**src/rtl/ndmreset_pkg.sv**
```systemverilog
// Shared types for the debug-driven ndmreset sequencer.
// Imported by the sequencer top.
package ndmreset_pkg;

    typedef enum logic [1:0] {
        ST_IDLE,
        ST_DRAIN,
        ST_ASSERT,
        ST_HOLD
    } ndmreset_state_e;

endpackage

```
**src/rtl/axi_outstanding_cnt.sv**
```systemverilog
// Saturating up/down counter of outstanding AXI transactions.
// ovf/udf pulse on an increment at the limit or a decrement at zero.
module axi_outstanding_cnt #(
    parameter int unsigned Max  = 16,
    parameter int unsigned CntW = $clog2(Max + 1)
) (
    input  logic            clk,
    input  logic            rst_n,
    input  logic            inc,
    input  logic            dec,
    input  logic            clr,
    output logic [CntW-1:0] count,
    output logic            ovf,
    output logic            udf
);

    localparam logic [CntW-1:0] MaxV = CntW'(Max);

    logic [CntW-1:0] count_d;

    always_comb begin
        count_d = count;
        ovf     = 1'b0;
        udf     = 1'b0;
        if (clr) begin
            count_d = '0;
        end else if (inc && !dec) begin
            if (count == MaxV) ovf = 1'b1;
            else count_d = count + 1'b1;
        end else if (dec && !inc) begin
            if (count == '0) udf = 1'b1;
            else count_d = count - 1'b1;
        end
    end

    always_ff @(posedge clk or negedge rst_n) begin
        if (!rst_n) count <= '0;
        else count <= count_d;
    end

endmodule

```
**src/rtl/ndmreset_seq.sv**
```systemverilog
// Debug ndmreset sequencer: gate AXI requests, drain outstanding
// transactions (with optional timeout), then stretch ndmreset_n low.
module ndmreset_seq
    import ndmreset_pkg::*;
#(
    parameter int unsigned NumPorts       = 2,
    parameter int unsigned MaxOutstanding = 16,
    parameter int unsigned AssertCycles   = 32,
    parameter int unsigned DrainTimeout   = 1024
) (
    input  logic                clk,
    input  logic                rst_n,
    input  logic                ndreset_req,
    input  logic [NumPorts-1:0] aw_hs,
    input  logic [NumPorts-1:0] ar_hs,
    input  logic [NumPorts-1:0] b_hs,
    input  logic [NumPorts-1:0] r_last_hs,
    output logic [NumPorts-1:0] block_o,
    output logic                ndmreset_n,
    output logic                busy_o,
    output logic                timeout_o,
    output logic                err_o
);

    localparam int unsigned CntW = $clog2(MaxOutstanding + 1);
    localparam int unsigned StW  = $clog2(AssertCycles + 1);
    localparam int unsigned DrW  = $clog2(DrainTimeout + 2);
    localparam bit          TmoEn = (DrainTimeout != 0);

    localparam logic [StW-1:0] StLoad = StW'(AssertCycles);
    localparam logic [StW-1:0] StLast = StW'(1);
    localparam logic [DrW-1:0] DrLast =
        DrW'(TmoEn ? DrainTimeout - 1 : 0);
    localparam logic [CntW-1:0] CntOne = CntW'(1);

    ndmreset_state_e state_q, state_d;

    logic           req_q, req_qq;
    logic [StW-1:0] st_cnt_q, st_cnt_d;
    logic [DrW-1:0] dr_cnt_q, dr_cnt_d;
    logic           timeout_d, err_d;
    logic           cnt_clr, drained;

    logic [CntW-1:0]     wr_cnt [NumPorts];
    logic [CntW-1:0]     rd_cnt [NumPorts];
    logic [NumPorts-1:0] wr_ovf, wr_udf, rd_ovf, rd_udf;
    logic [NumPorts-1:0] wr_idle, rd_idle;

    assign cnt_clr = (state_q == ST_ASSERT);

    for (genvar i = 0; i < NumPorts; i++) begin : g_port
        axi_outstanding_cnt #(
            .Max  (MaxOutstanding),
            .CntW (CntW)
        ) u_wr (
            .clk   (clk),
            .rst_n (rst_n),
            .inc   (aw_hs[i]),
            .dec   (b_hs[i]),
            .clr   (cnt_clr),
            .count (wr_cnt[i]),
            .ovf   (wr_ovf[i]),
            .udf   (wr_udf[i])
        );

        axi_outstanding_cnt #(
            .Max  (MaxOutstanding),
            .CntW (CntW)
        ) u_rd (
            .clk   (clk),
            .rst_n (rst_n),
            .inc   (ar_hs[i]),
            .dec   (r_last_hs[i]),
            .clr   (cnt_clr),
            .count (rd_cnt[i]),
            .ovf   (rd_ovf[i]),
            .udf   (rd_udf[i])
        );

        // Look ahead one cycle so DRAIN exits right after the last response.
        assign wr_idle[i] =
            (wr_cnt[i] == '0 && (!aw_hs[i] || b_hs[i])) ||
            (wr_cnt[i] == CntOne && b_hs[i] && !aw_hs[i]);
        assign rd_idle[i] =
            (rd_cnt[i] == '0 && (!ar_hs[i] || r_last_hs[i])) ||
            (rd_cnt[i] == CntOne && r_last_hs[i] && !ar_hs[i]);
    end

    assign drained = &{wr_idle, rd_idle};

    assign err_d = err_o | (|{wr_ovf, wr_udf, rd_ovf, rd_udf});

    always_comb begin
        state_d   = state_q;
        st_cnt_d  = st_cnt_q;
        dr_cnt_d  = '0;
        timeout_d = timeout_o;
        unique case (state_q)
            ST_IDLE: begin
                if (req_q && !req_qq) begin
                    state_d   = ST_DRAIN;
                    timeout_d = 1'b0;
                end
            end
            ST_DRAIN: begin
                dr_cnt_d = dr_cnt_q + 1'b1;
                if (drained) begin
                    state_d  = ST_ASSERT;
                    st_cnt_d = StLoad;
                end else if (TmoEn && dr_cnt_q == DrLast) begin
                    state_d   = ST_ASSERT;
                    st_cnt_d  = StLoad;
                    timeout_d = 1'b1;
                end
            end
            ST_ASSERT: begin
                if (st_cnt_q == StLast) state_d = ST_HOLD;
                else st_cnt_d = st_cnt_q - 1'b1;
            end
            ST_HOLD: begin
                if (!ndreset_req) state_d = ST_IDLE;
            end
        endcase
    end

    // Reset lands in ASSERT with a full stretch, so power-on resets too.
    always_ff @(posedge clk or negedge rst_n) begin
        if (!rst_n) begin
            state_q    <= ST_ASSERT;
            st_cnt_q   <= StLoad;
            dr_cnt_q   <= '0;
            req_q      <= 1'b0;
            req_qq     <= 1'b0;
            block_o    <= {NumPorts{1'b1}};
            ndmreset_n <= 1'b0;
            busy_o     <= 1'b1;
            timeout_o  <= 1'b0;
            err_o      <= 1'b0;
        end else begin
            state_q    <= state_d;
            st_cnt_q   <= st_cnt_d;
            dr_cnt_q   <= dr_cnt_d;
            req_q      <= ndreset_req;
            req_qq     <= req_q;
            block_o    <= (state_d == ST_IDLE) ?
                          {NumPorts{1'b0}} : {NumPorts{1'b1}};
            ndmreset_n <= (state_d != ST_ASSERT);
            busy_o     <= (state_d != ST_IDLE);
            timeout_o  <= timeout_d;
            err_o      <= err_d;
        end
    end

endmodule

```
**config.mk**
```make
export PLATFORM = sky130hd
export DESIGN_NAME = ndmreset_seq
export DESIGN_NICKNAME = d
export VERILOG_FILES = /design/src/rtl/ndmreset_pkg.sv /design/src/rtl/axi_outstanding_cnt.sv /design/src/rtl/ndmreset_seq.sv
export SDC_FILE = /design/constraint.sdc
export NUM_CORES = 1
export LEC_CHECK = 0
export ABC_AREA = 1
export CAP_MARGIN = 5
export CORE_MARGIN = 2
export CORE_UTILIZATION = 28
export CTS_BUF_LIST = sky130_fd_sc_hd__clkbuf_8
export DETAILED_ROUTE_END_ITERATION = 8
export GPL_ROUTABILITY_DRIVEN = 0
export MAX_ROUTING_LAYER = met4
export PLACE_DENSITY = 0.5
export SYNTH_ARGS = -nofsm -noshare
export SYNTH_HDL_FRONTEND = slang
export SYNTH_HIERARCHICAL = 1
export SYNTH_SLANG_ARGS = --single-unit
```
**constraint.sdc**
```tcl
create_clock -name clk -period 2.2 [get_ports clk]
set_input_delay 0.55 -clock clk [delete_from_list [all_inputs] [get_ports clk]]
set_output_delay 0.55 -clock clk [all_outputs]
set_load 0.05 [all_outputs]
```
==> reports/results.ini, run 1 <==
[pwr]
clockPowerShare_pct = 35.6
netSwitchingPower_w = 0.000410
power_density_mw_per_mm2 = 357
power_frac_comb_pct = 10.9
switching_share_pct = 26.5
irDropWorstVdd_mv = 0.199
power.leakage_nw = 2.38
p_seq_share_pct = 53.5
p_int_w = 0.00114

[logic_synthesis]
ys_seq_area_share_pct = 31.0
yosys.area_share.simple_pct = 39.4
synth_warnings = 6
synth_fa_ha_area_share_pct = 12.0
synth_commonest_cells = nand2_1, inv_1, nor2_1
synth_top_cell_by_area = dfrtp_1
synth_mux_area_share_pct = 0
synth_compound_gate_area_share_pct = 5.26
synth_xor_xnor_area_share_pct = 1.93
syn_avg_cell_area_um2 = 7.14
yosysMostFrequentCell = nand2_1
netlist.area_leader.share_pct = 28.9
ys_seq_elements = 45
synth_ff_type = dfrtp_1
ys_types = 31
netlist_instances = 510
synth-edff-count = 0
syn_nets = 556
async_flop_share_pct = 100
synth_top_family_by_area = simple AND/OR/NAND/NOR gates
mappedNetlistArea_mm2 = 0.00364
synthTopCellsByArea = dfrtp_1, nand2_1, ha_1

[finish]
fillers = 1354
nets = 610
fin_util_pct = 34.2
drive_above_1_share_pct = 19.5
diodes = 0
areaGrowthSynthToFinish_pct = 19.2
seq_area_mm2 = 0.00113
design_area_mm2 = 0.00434
multi_input_area_mm2 = 0.00214

[route]
routed_via_density = 4.12
ant_nets = 0
wirelength_um = 7380
via_count = 3033
wl_per_cell_um = 10.0
drtIter0Drc = 127
drc = 0
firstDrtPassIters = 4

[global_route]
grt_pass1_vias = 2964
grt.busiest_layer = met2
globalRouteMet1Util_pct = 15.2
grt_max_degree = 46
grt_overflow_total = 0
grt_usage_pct = 11.7
grt_first_pass_wirelength_um = 13300
antenna_found_initial = 0
met3_usage_pct = 1.60
use_met2_pct = 19.0

[sta]
finalHoldViolations = 0
skew_ns = 0.0115
fin_crit_sh_pct = 93.2
timing_max_transition_violations_final = 0
worst_pin_slew_ns = 0.586
post-route-min-period_ns = 2.05
timing.fmax_ghz = 0.488
rsz0062_at_grt = no
setup_viol = 0
slew_headroom_pct = 60.9

[clock_tree]
cts_tree = built
clockBufferDepth = 2
htreeDepth = 2
clkTransAtPathRegs_ns = 0.10
hold_buffers = 0
cts.sinks = 45
clk-insertion-delay-late_ns = 0.31
numCtsBuffers = 5
clock-root-buffer = clkbuf_8

[floorplan]
die_area_mm2 = 0.0139
chipWidth_um = 118
start_util_pct = 28.7
die_y_um = 118
row_count = 41
io_pins = 17
core_mm2 = 0.0127

[critical_path]
cp-start-kind = input pin
slowest_delay_ns = 0.48
crit_arrival_ns = 2.30
path_cells = clkdlybuf4s50_1 -> inv_1 -> ha_1 -> inv_2 -> nand2_1 -> and2_1 -> ha_1 -> inv_1 -> nand2_1 -> nand2_1 -> nand2_1 -> nand2_1 -> nand2_1 -> o21ai_1
cp-end-kind = flop
cpMaxStageDelayCell = clkdlybuf4s50_1
criticalPathCategory = in2reg
crit_top_cell = nand2_1
cp_max_fo = 5
critPathRequiredTime_ns = 2.45

[placement]
port_buffers = 16
postPlaceCellArea_mm2 = 0.00424
dpl.hpwl_um = 5770

[worst_hold_path]
min_path_type = in2async

[run_status]
status = finished clean

[run]
drv_cap = 0

-- cell families after synthesis --
family / after synthesis
flops: 45
fa+ha+maj: 35
simple gates: 289
buf+inv: 98
xor+xnor: 8
compound gates: 35
-- metrics by stage --
| stage | hold WS, ns | power [W] | instances | worst slack, ns | setup TNS [ns] |
|---|---|---|---|---|---|
| 2_1_floorplan | 0.254 | 0.000918 | 510 | 0.262 | 0 |
| 3_5_place_dp | 0.368 | 0.00102 | 729 | -0.193 | -1.88 |
| 6_report | 0.320 | 0.00155 | 737 | 0.150 | 0 |
| 3_3_place_gp | 0.362 | 0.00102 | 729 | -0.165 | -1.41 |
| 5_1_grt | 0.371 | 0.00163 | 737 | 0.000112 | 0 |
| 4_1_cts | 0.337 | 0.00159 | 737 | 0.127 | 0 |
-- layout make-up --
cell class	instances	share of cell area (%)
inverters	95	8.25
repair buffers	50	9.29
clock buffers	5	1.59
clock inverters	3	0.577
flip-flops and latches	45	26.0
well taps	172	4.96
multi-input cells	367	49.3
-- worst paths after layout --
check,startpoint,endpoint,slack [ns],cells after the start
hold reg to reg,req_q$_DFF_PN0_,req_qq$_DFF_PN0_,0.40,0
hold / removal,rst_n,dr_cnt_q[6]$_DFF_PN0_,0.32,2
max in group asynchronous,rst_n,g_port[0].u_rd/count[2]$_DFFE_PN0P_,1.48,2
setup / recovery,b_hs[1],g_port[1].u_wr/count[4]$_DFFE_PN0P_,0.15,14
min in group clk,req_q$_DFF_PN0_,req_qq$_DFF_PN0_,0.40,0
setup reg to reg,state_q[1]$_DFF_PN1_,g_port[0].u_rd/count[2]$_DFFE_PN0P_,0.44,10
-- power groups by stage --
stage	registers, W	logic [W]	clock network (W)
after floorplan	0.000845	0.0000727	0
after global placement	0.000845	0.000170	0
after detailed placement	0.000845	0.000171	0
after CTS	0.000829	0.000172	0.000584
after global routing	0.000830	0.000194	0.000609
final	0.000829	0.000169	0.000552
-- worst max-delay path: cells and delay by family --
kind	cells	cell delay [ns]
AOI/OAI and AO/OA	1	0.12
adders and majority gates	2	0.40
buffers and inverters	4	0.70
and+or+nand+nor	7	0.52
-- cell usage in the layout, fill, tap and decap left out, types with 8 or more instances in the layout --
cell,count
nand3_1,26
ha_1,33
clkdlybuf4s50_1,12
o21ai_1,14
buf_4,37
inv_2,13
inv_1,80
nand2_1,156
nor2_4,8
a21oi_1,14
nand2_2,12
nor2_1,47
dfrtp_1,42
-- flip-flops by register name, summed over array words and instances (netlist names) --
| register | count |
|---|---|
| state_q | 2 |
| err_o | 1 |
| block_o | 1 |
| timeout_o | 1 |
| st_cnt_q | 6 |
| ndmreset_n | 1 |
| dr_cnt_q | 11 |
| g_port.u_wr/count | 10 |
| req_qq | 1 |
| req_q | 1 |
| g_port.u_rd/count | 10 |
-- metal layers --
layer	wire, µm	part of all wire, %
met1	3720	50
met4	101	1.4
met2	3430	46
met3	125	1.7
met5	0	0
-- what timing repair did --
item / CTS / global route
setup buffers: 0 / 0
gates resized for setup: 0 / 2
setup endpoints to repair: 0 / 3
(Power assumes the default switching activity.)
==> inputs of run 2 (changes only) <==
--- a/config.mk
+++ b/config.mk
@@ -14,6 +14,7 @@
 export GPL_ROUTABILITY_DRIVEN = 0
 export MAX_ROUTING_LAYER = met4
 export PLACE_DENSITY = 0.5
+export REMOVE_ABC_BUFFERS = 1
 export SYNTH_ARGS = -nofsm -noshare
 export SYNTH_HDL_FRONTEND = slang
 export SYNTH_HIERARCHICAL = 1
==> constraint.sdc (replaced) <==
create_clock -name clk -period 2.2 [get_ports clk]
set_input_delay 0.44 -clock clk [delete_from_list [all_inputs] [get_ports clk]]
set_output_delay 0.44 -clock clk [all_outputs]
set_load 0.05 [all_outputs]
==> run 2 against run 1 <==
Effect of this change: non-clock buffer count fell by 8; sequential cell count did not move; count of clock-buffer cells in the layout did not move; final cell count fell by 1.1%; combinational power fell by 5%; worst setup slack got worse by 0.033 ns; worst hold slack got worse by 0.23 ns; critical path depth fell by 13; fmax fell by 1.6%; via count rose by 0.40%; clock skew fell by 0.0085 ns; critical path type is now reg2out; critical endpoint is now block_o[1].
==> reports/results.ini, run 2 (synthesis results as in run 1) <==
[global_route]
grt_max_degree = 23
grt_pass1_vias = 2980
grt_usage_pct = 11.8
grt_overflow_total = 0
grt_first_pass_wirelength_um = 13500
antenna_found_initial = 0

[floorplan]
die_area_mm2 = 0.0139
start_util_pct = 28.7
core_mm2 = 0.0127
row_count = 41
die_y_um = 118
chipWidth_um = 118
io_pins = 17

[clock_tree]
clkTransAtPathRegs_ns = 0.09
post-cts-setup-buffers = 0
cts_resized = 0
hold_buffers = 0
cts.sinks = 45
clock-root-buffer = clkbuf_8
clockBufferDepth = 2
htreeDepth = 2
cts_tree = built
numCtsBuffers = 5
clk-insertion-delay-late_ns = 0.29

[sta]
timing.fmax_ghz = 0.480
finalHoldViolations = 0
setup_viol = 0
worst_slack_ns = 0.117
slew_headroom_pct = 66.5
skew_ns = 0.00294
timing_max_transition_violations_final = 0
rsz0062_at_grt = no
worst_pin_slew_ns = 0.501
fin_setup_tns_ns = 0
fin_crit_sh_pct = 94.7
post-route-min-period_ns = 2.08

[critical_path]
criticalPathCategory = reg2out
critPathRequiredTime_ns = 1.76
cp-start-kind = flop
path_cells = clkdlybuf4s50_1
crit_arrival_ns = 1.64
slowest_delay_ns = 0.80
cp_max_fo = 3
cpMaxStageDelayCell = clkdlybuf4s50_1
cp-end-kind = output pin
path_buf_inv = 1
crit_family = buffers and inverters

[finish]
final_common_cell = nand2_1
areaGrowthSynthToFinish_pct = 18.1
fin_util_pct = 33.9
fillers = 1349
largest_reg_flops = 11
diodes = 0
reg_top3 = dr_cnt_q: 11 flops, g_port.u_rd/count: 10 flops, g_port.u_wr/count: 10 flops
final_cell_mix = nand2_1, inv_1, nor2_1
nets = 602
drive_above_1_share_pct = 17.2
top_register = dr_cnt_q

[route]
drtIter0Drc = 123
ant_nets = 0
wirelength_um = 7460
via_count = 3045
drc = 0
firstDrtPassIters = 4
wl_per_cell_um = 10.2
routed_via_density = 4.18

[pwr]
power.leakage_nw = 2.36
power_density_mw_per_mm2 = 376
power_w = 0.00162
irDropWorstVdd_mv = 0.190

[run_status]
status = finished clean

[placement]
dpl.hpwl_um = 5900
port_buffers = 16
pre_cts_ws_ns = -0.100

[run]
drv_cap = 0

[worst_hold_path]
min_path_type = in2async

[run 2: changes by cell type in the layout (fill, tap and decap cells not counted)]
| cell | before | now |
|---|---|---|
| inv_1 | 80 | 81 |
| clkdlybuf4s50_1 | 12 | 15 |
| ha_1 | 33 | 35 |
| ha_2 | 2 | 0 |
| clkinvlp_4 | 1 | 0 |
| inv_6 | 1 | 0 |
| bufinv_16 | 0 | 1 |
| buf_4 | 37 | 26 |
[run 2: metrics by stage]
| step | instance area [µm²] | std cells | hold slack, ns |
|---|---|---|---|
| floorplan | 3620 | 507 | 0.144 |
| global placement | 4190 | 721 | 0.357 |
| detailed placement | 4190 | 721 | 0.364 |
| CTS | 4300 | 729 | 0.101 |
| global route | 4300 | 729 | 0.127 |
| finish | 4300 | 729 | 0.0930 |
[run 2: where the power goes]
group / internal (W) / switching [W] / leakage [nW]
clock: 0.000337 / 0.000290 / 0.0595
sequential: 0.000828 / 0.000000671 / 0.588
combinational: 0.0000740 / 0.0000874 / 1.72
[run 2: per-layer routing]
metal / share of wire (%) / track usage, % / vias to the layer above
li1: - / - / 1654
met2: 46 / 18.9 / 22
met5: 0 / - / -
met1: 52 / 16.1 / 1363
met3: 1.6 / 1.41 / 6
met4: 0.79 / 2.71 / 0
[run 2: area by class of cell]
type                            instances  area, µm²  area share, %
Multi-Input combinational cell        367       2130           49.6
Clock buffer                            5       68.8           1.60
Timing Repair Buffer                   42        350           8.15
Clock inverter                          3       42.5          0.990
Sequential cell                        45       1130           26.3
Inverter                               95        358           8.33
Tap cell                              172        215           5.01
[run 2: path summary, 6_finish.rpt]
path / start / to / slack (ns) / depth (start not counted)
setup reg to reg: state_q[1]$_DFF_PN1_ / block_o[0]$_DFF_PN1_ / 0.47 / 8
setup / recovery: block_o[0]$_DFF_PN1_ / block_o[1] / 0.12 / 1
min in group clk: req_q$_DFF_PN0_ / req_qq$_DFF_PN0_ / 0.38 / 0
max in group asynchronous: rst_n / g_port[1].u_rd/count[0]$_DFFE_PN0P_ / 1.48 / 2
hold reg to reg: req_q$_DFF_PN0_ / req_qq$_DFF_PN0_ / 0.38 / 0
hold / removal: rst_n / dr_cnt_q[7]$_DFF_PN0_ / 0.09 / 1
